===== src/rtl/keypad_field_entry.sv =====
`default_nettype none
// ============================================================================
// Module   : keypad_field_entry
// Purpose  : Decimal keypad entry engine for manual camera register setup.
//            Collects NUM_FIELDS decimal values of up to MAX_DIGITS digits
//            each (range limited to MAX_VAL), supports clear and backspace,
//            commits them to fields_out and strobes wr_start for the SCCB
//            master. Also drives a multiplexed hex display of the value
//            currently being typed.
// Ports    : clk, rst        - clock, asynchronous active-high reset
//            conf_en         - manual configuration enable
//            key_ready       - one-cycle strobe, key_code valid
//            key_code[3:0]   - 0-9 digit, A enter, B clear, C backspace
//            wr_busy         - SCCB master busy
//            scan            - keypad scan enable
//            fields_out      - committed fields, field i at [i*VAL_W +: VAL_W]
//            wr_start        - one-cycle strobe, fields_out complete
//            field_idx       - field currently being entered
//            key_err         - one-cycle strobe, key rejected
//            disp_num[3:0]   - hex nibble for the active display digit
//            disp_sel        - one-hot digit enable, bit 0 = LS nibble
// Revision : 1.0 - initial release
// ============================================================================
module keypad_field_entry #(
    parameter int VAL_W       = 8,
    parameter int MAX_VAL     = 255,
    parameter int MAX_DIGITS  = 3,
    parameter int NUM_FIELDS  = 2,
    parameter int DISP_DIGITS = 2,
    parameter int DISP_DIV    = 500000,
    localparam int FIDX_W     = (NUM_FIELDS > 1) ? $clog2(NUM_FIELDS) : 1
) (
    input  logic                        clk,
    input  logic                        rst,
    input  logic                        conf_en,
    input  logic                        key_ready,
    input  logic [3:0]                  key_code,
    input  logic                        wr_busy,
    output logic                        scan,
    output logic [NUM_FIELDS*VAL_W-1:0] fields_out,
    output logic                        wr_start,
    output logic [FIDX_W-1:0]           field_idx,
    output logic                        key_err,
    output logic [3:0]                  disp_num,
    output logic [DISP_DIGITS-1:0]      disp_sel
);

    localparam int CNT_W  = $clog2(MAX_DIGITS + 1);
    localparam int CAND_W = VAL_W + 4;
    localparam int PAD_W  = DISP_DIGITS * 4;
    localparam int DIVC_W = ($clog2(DISP_DIV) > 18) ? $clog2(DISP_DIV) : 18;
    localparam int HIST_N = 2 ** CNT_W;

    localparam logic [3:0] c_key_enter = 4'hA;
    localparam logic [3:0] c_key_clear = 4'hB;
    localparam logic [3:0] c_key_back  = 4'hC;

    typedef enum logic [1:0] {
        S_IDLE  = 2'd0,
        S_ENTRY = 2'd1,
        S_START = 2'd2
    } state_t;

    state_t              r_state;
    logic [VAL_W-1:0]    r_acc;
    logic [CNT_W-1:0]    r_cnt;
    // History of acc values before each accepted digit; r_cnt is the
    // stack pointer, so clearing r_cnt empties the stack.
    logic [VAL_W-1:0]    r_hist [HIST_N];
    logic [DIVC_W-1:0]   r_div_cnt;

    logic [CAND_W-1:0]   w_cand;
    logic                w_digit_ok;
    logic                w_last_field;
    logic [PAD_W-1:0]    w_acc_pad;
    logic [DISP_DIGITS-1:0] w_sel_rot;

    // Width of VAL_W+4 bits holds (2^VAL_W-1)*10+9 without overflow.
    assign w_cand       = {4'b0000, r_acc} * CAND_W'(10) + CAND_W'(key_code);
    assign w_digit_ok   = (r_cnt < CNT_W'(MAX_DIGITS)) && (w_cand <= CAND_W'(MAX_VAL));
    assign w_last_field = (field_idx == FIDX_W'(NUM_FIELDS - 1));

    // ------------------------------------------------------------------
    // Control FSM with registered outputs
    // ------------------------------------------------------------------
    always_ff @(posedge clk or posedge rst) begin
        if (rst) begin
            r_state    <= S_IDLE;
            r_acc      <= '0;
            r_cnt      <= '0;
            field_idx  <= '0;
            fields_out <= '0;
            scan       <= 1'b0;
            wr_start   <= 1'b0;
            key_err    <= 1'b0;
            for (int i = 0; i < HIST_N; i++) begin
                r_hist[i] <= '0;
            end
        end else begin
            wr_start <= 1'b0;
            key_err  <= 1'b0;
            case (r_state)
                S_IDLE: begin
                    if (conf_en) begin
                        r_state <= S_ENTRY;
                        scan    <= 1'b1;
                    end
                end

                S_ENTRY: begin
                    if (!conf_en) begin
                        // Leaving configuration abandons the partial entry
                        // but keeps the last committed fields.
                        r_state   <= S_IDLE;
                        scan      <= 1'b0;
                        r_acc     <= '0;
                        r_cnt     <= '0;
                        field_idx <= '0;
                    end else if (key_ready) begin
                        if (key_code <= 4'd9) begin
                            if (w_digit_ok) begin
                                r_hist[r_cnt] <= r_acc;
                                r_acc         <= w_cand[VAL_W-1:0];
                                r_cnt         <= r_cnt + CNT_W'(1);
                            end else begin
                                key_err <= 1'b1;
                            end
                        end else if (key_code == c_key_back) begin
                            if (r_cnt != '0) begin
                                r_acc <= r_hist[r_cnt - CNT_W'(1)];
                                r_cnt <= r_cnt - CNT_W'(1);
                            end else begin
                                key_err <= 1'b1;
                            end
                        end else if (key_code == c_key_clear) begin
                            r_acc <= '0;
                            r_cnt <= '0;
                        end else if (key_code == c_key_enter) begin
                            if (r_cnt == '0) begin
                                key_err <= 1'b1;
                            end else if (!w_last_field) begin
                                fields_out[field_idx*VAL_W +: VAL_W] <= r_acc;
                                field_idx <= field_idx + FIDX_W'(1);
                                r_acc     <= '0;
                                r_cnt     <= '0;
                            end else if (!wr_busy) begin
                                fields_out[field_idx*VAL_W +: VAL_W] <= r_acc;
                                r_acc    <= '0;
                                r_cnt    <= '0;
                                wr_start <= 1'b1;
                                r_state  <= S_START;
                            end else begin
                                // Master busy: keep acc so Enter can be retried.
                                key_err <= 1'b1;
                            end
                        end
                    end
                end

                S_START: begin
                    field_idx <= '0;
                    if (conf_en) begin
                        r_state <= S_ENTRY;
                    end else begin
                        r_state <= S_IDLE;
                        scan    <= 1'b0;
                    end
                end

                default: begin
                    r_state <= S_IDLE;
                    scan    <= 1'b0;
                end
            endcase
        end
    end

    // ------------------------------------------------------------------
    // Multiplexed hex display
    // ------------------------------------------------------------------
    generate
        if (PAD_W > VAL_W) begin : g_pad
            assign w_acc_pad = {{(PAD_W - VAL_W){1'b0}}, r_acc};
        end else begin : g_trunc
            assign w_acc_pad = r_acc[PAD_W-1:0];
        end

        if (DISP_DIGITS > 1) begin : g_rot
            assign w_sel_rot = {disp_sel[DISP_DIGITS-2:0], disp_sel[DISP_DIGITS-1]};
        end else begin : g_norot
            assign w_sel_rot = disp_sel;
        end
    endgenerate

    always_ff @(posedge clk or posedge rst) begin
        if (rst) begin
            r_div_cnt <= '0;
            disp_sel  <= DISP_DIGITS'(1);
        end else if (r_div_cnt == DIVC_W'(DISP_DIV - 1)) begin
            r_div_cnt <= '0;
            disp_sel  <= w_sel_rot;
        end else begin
            r_div_cnt <= r_div_cnt + DIVC_W'(1);
        end
    end

    always_comb begin
        disp_num = 4'h0;
        for (int i = 0; i < DISP_DIGITS; i++) begin
            if (disp_sel[i]) begin
                disp_num = w_acc_pad[i*4 +: 4];
            end
        end
    end

endmodule
`default_nettype wire


===== config.mk =====
export PLATFORM = sky130hd
export DESIGN_NAME = keypad_field_entry
export DESIGN_NICKNAME = d
export VERILOG_FILES = /design/src/rtl/keypad_field_entry.sv
export SDC_FILE = /design/constraint.sdc
export NUM_CORES = 1
export LEC_CHECK = 0
export ABC_AREA = 0
export CAP_MARGIN = 15
export CELL_PAD_IN_SITES_DETAIL_PLACEMENT = 0
export CELL_PAD_IN_SITES_GLOBAL_PLACEMENT = 1
export CORE_AREA = 2 2 98 100
export DETAILED_ROUTE_END_ITERATION = 10
export DIE_AREA = 0 0 100 102
export PLACE_DENSITY = 0.85
export SLEW_MARGIN = 20
export SYNTH_ARGS = -nofsm -noshare
export SYNTH_HDL_FRONTEND = slang
export SYNTH_SLANG_ARGS = --single-unit
export TNS_END_PERCENT = 100

===== constraint.sdc =====
create_clock -name clk -period 7.4 [get_ports clk]
set_input_delay 0.74 -clock clk [delete_from_list [all_inputs] [get_ports clk]]
set_output_delay 0.74 -clock clk [all_outputs]
set_load 0.01 [all_outputs]

==> flow_summary.json <==
{
  "die_height_um": 102,
  "worstHoldPathType": "register to register",
  "grt_first_pass_wirelength_mm": 14.8,
  "final_hold_viol_count": 0,
  "layout_commonest_cell": "sky130_fd_sc_hd__dfrtp_1",
  "min_period_ns": 3.62,
  "post_route_cells_drive_above_1_share_pct": 12.7,
  "initial_core_utilization_pct": 48.8,
  "synth.avg_cell_area_um2": 11.4,
  "synth.area.mux_share_pct": 16.6,
  "antenna_violations_before_repair": 0,
  "route.final.wire_length_mm": 8.90,
  "avgRoutedWirePerCell_um": 16.6,
  "global_route.overflow_total": 0,
  "area_delta_synth_final_pct": 14.1,
  "worstSetupPathType": "register to register",
  "cts_num_sinks": 85,
  "clock_tree.htree_level_count": 3,
  "placedInstanceArea_mm2": 0.00486,
  "postSynthNetCount": 425,
  "status": "completed",
  "netlist_instances": 390,
  "site_row_count": 35,
  "ys_types": 47,
  "initialDrtViolationCount": 138,
  "die_area_mm2": 0.0102,
  "crit_fanout": 10,
  "combinational_family_with_the_most_area_after_synthesis": "multiplexers",
  "tritoncts": "yes",
  "holdBufCountCts": 0,
  "synth_edf_count": 0,
  "final.setup.tns_ns": 0,
  "cts_repair_resize_count": 0,
  "fin_worst_skew_ns": 0.0153,
  "die_width_um": 100,
  "synth_flop_cell": "sky130_fd_sc_hd__dfrtp_1",
  "synth_xor_xnor_area_share_pct": 4.73,
  "synth.yosys.warnings": 0,
  "place_inst": 520,
  "cts_made_buffers": 9,
  "clkLatencyLatePin_ns": 0.35,
  "cp.arrival_ns": 3.85,
  "synth_adder_area_share_pct": 7.65,
  "max-cap-violations": 0,
  "first_global_vias": 2924,
  "clk_pin_slew_worst_paths_ns": 0.09,
  "maxClockFrequency_mhz": 276,
  "core_area_mm2": 0.00911,
  "finalCritPeriodShare_pct": 48.9,
  "final_design_area_no_fill_mm2": 0.00507,
  "detail-route-antenna-nets": 0,
  "power_density_mw_per_mm2": 290,
  "yosys-top-cells-area": "sky130_fd_sc_hd__dfrtp_1, sky130_fd_sc_hd__mux2_4, sky130_fd_sc_hd__ha_1",
  "async_flop_share_pct": 100,
  "synth_top_area_cell": "sky130_fd_sc_hd__dfrtp_1",
  "ys_ff_latch": 85,
  "final_cell_mix": "sky130_fd_sc_hd__dfrtp_1, sky130_fd_sc_hd__nand2_1, sky130_fd_sc_hd__clkdlybuf4s50_1",
  "synth_top_cell_area_share_pct": 47.3,
  "grt_max_degree": 86,
  "diodes": 0,
  "synth-simple-area-share_pct": 13.4,
  "drt_pass1_iterations": 4,
  "grtUsageTotal_pct": 18.8,
  "worst_ir_drop_vdd_mv": 0.118,
  "worst-slew-pin-transition_ns": 0.804,
  "worst_setup_path_end_kind": "register",
  "final_slew_violations": 0,
  "cts_root_buffer": "sky130_fd_sc_hd__clkbuf_8",
  "vias": 2918,
  "synth-compound-area-share_pct": 6.13,
  "fillCellCount": 779,
  "drcViolationCount": 0,
  "final_cell_count_no_fill": 536,
  "clock_path_buffers": 2,
  "cp.required_ns": 7.63,
  "synth_seq_area_share_pct": 47.9,
  "timing.final.setup_violations": 0,
  "pin_count": 35,
  "max_slew_margin_pct": 46.0,
  "syn_area_mm2": 0.00445,
  "post-dp-hpwl_mm": 6.21,
  "final_net_count": 455,
  "post-cts-setup-buffer-count": 0,
  "rsz0062_at_grt": "false",
  "post_drt_via_cell_ratio": 5.44,
  "post-route-util_pct": 55.7,
  "portBuffers": 34,
  "total_leakage_power_nw": 2.46,
  "gp_routability_congestion": 0.826,
  "timing.critical_path.from_type": "register"
}
## where the power goes
group          total (mW)  internal [mW]  switching [mW]  leakage [nW]
Combinational       0.485          0.246           0.239          1.20
Sequential          0.635          0.529           0.106          1.16
Clock               0.352          0.191           0.161         0.105
Total                1.47          0.965           0.506          2.46
## state kept, by name, summed over array words and instances (netlist names), 2 cells and up
name and flops:
r_cnt 2, disp_sel 2, r_div_cnt 19, r_state 2, r_hist 32, r_acc 8, fields_out 16
## cell families (layout without fill, tap and decap cells)
kind of cell,after synthesis,after routing
buf+inv,36,71
flops,85,85
mux,51,51
xor+xnor,24,24
compound gates,39,39
fa+ha+maj,26,26
simple gates,129,129
## metal layers
| layer | wire length (µm) | GRT usage [%] | vias to the layer above |
|---|---|---|---|
| met1 | 4240 | 26.5 | 1447 |
| met5 | 0 | 0 | - |
| met2 | 4240 | 30.0 | 59 |
| li1 | - | - | 1402 |
| met4 | 112 | 6.32 | 0 |
| met3 | 304 | 2.94 | 10 |
## synth_stat cells (2+ instances only)
cell type and instances:
sky130_fd_sc_hd__xor2_1 13, sky130_fd_sc_hd__nand2_1 50, sky130_fd_sc_hd__nand3_1 11, sky130_fd_sc_hd__or4_1 2, sky130_fd_sc_hd__nor3_1 6, sky130_fd_sc_hd__mux4_2 8, sky130_fd_sc_hd__mux2_2 2, sky130_fd_sc_hd__clkbuf_1 13
sky130_fd_sc_hd__o21ai_0 12, sky130_fd_sc_hd__nand3b_1 2, sky130_fd_sc_hd__mux2i_1 3, sky130_fd_sc_hd__fa_1 2, sky130_fd_sc_hd__mux2_1 17, sky130_fd_sc_hd__xnor2_1 11, sky130_fd_sc_hd__inv_1 18, sky130_fd_sc_hd__o22ai_1 3
sky130_fd_sc_hd__a22oi_4 2, sky130_fd_sc_hd__o21ai_1 2, sky130_fd_sc_hd__ha_1 24, sky130_fd_sc_hd__nor2b_1 5, sky130_fd_sc_hd__and3_1 7, sky130_fd_sc_hd__nor4b_1 2, sky130_fd_sc_hd__a211oi_1 4, sky130_fd_sc_hd__buf_6 3
sky130_fd_sc_hd__dfrtp_1 84, sky130_fd_sc_hd__nand4_1 5, sky130_fd_sc_hd__mux2_4 21, sky130_fd_sc_hd__nand2b_1 3, sky130_fd_sc_hd__nor2_1 30, sky130_fd_sc_hd__or3_1 2, sky130_fd_sc_hd__a21oi_1 7
## critical path, cell delays in order (launching register included)
cell	delay, ns
sky130_fd_sc_hd__dfrtp_1	0.66
sky130_fd_sc_hd__ha_1	0.33
sky130_fd_sc_hd__ha_1	0.21
sky130_fd_sc_hd__inv_1	0.07
sky130_fd_sc_hd__fa_1	0.45
sky130_fd_sc_hd__nand2b_1	0.22
sky130_fd_sc_hd__nor3_1	0.22
sky130_fd_sc_hd__nand4_1	0.19
sky130_fd_sc_hd__a22oi_4	0.27
sky130_fd_sc_hd__and3_1	0.53
sky130_fd_sc_hd__mux2_4	0.35
## area by class of cell
class	count	area, µm²	area share, %
Tap cell	111	139	2.74
Multi-Input combinational cell	269	2170	42.7
Clock inverter	4	73.8	1.45
Inverter	19	72.6	1.43
Timing Repair Buffer	36	359	7.08
Clock buffer	12	135	2.66
Sequential cell	85	2130	41.9
## path summary, 6_finish.rpt
check                      slack [ns]            end      start  cells after the start
setup / recovery                 3.78     r_hist[19]   r_acc[1]                     10
hold / removal                   0.38      r_hist[5]  r_hist[5]                      0
setup reg to reg                 3.78     r_hist[19]   r_acc[1]                     10
hold reg to reg                  0.38      r_hist[5]  r_hist[5]                      0
max in group asynchronous        5.96     r_hist[29]        rst                      3
min in group asynchronous        0.91  fields_out[8]        rst                      3
## through the flow
stage	setup slack (ns)	hold WS, ns	total power, mW
after global routing	3.52	0.389	1.56
after CTS	3.80	0.381	1.48
after global placement	3.70	0.360	1.11
final	3.78	0.379	1.47
after detailed placement	3.60	0.363	1.13
after floorplan	4.38	0.425	0.983
(Power assumes the default switching activity.)
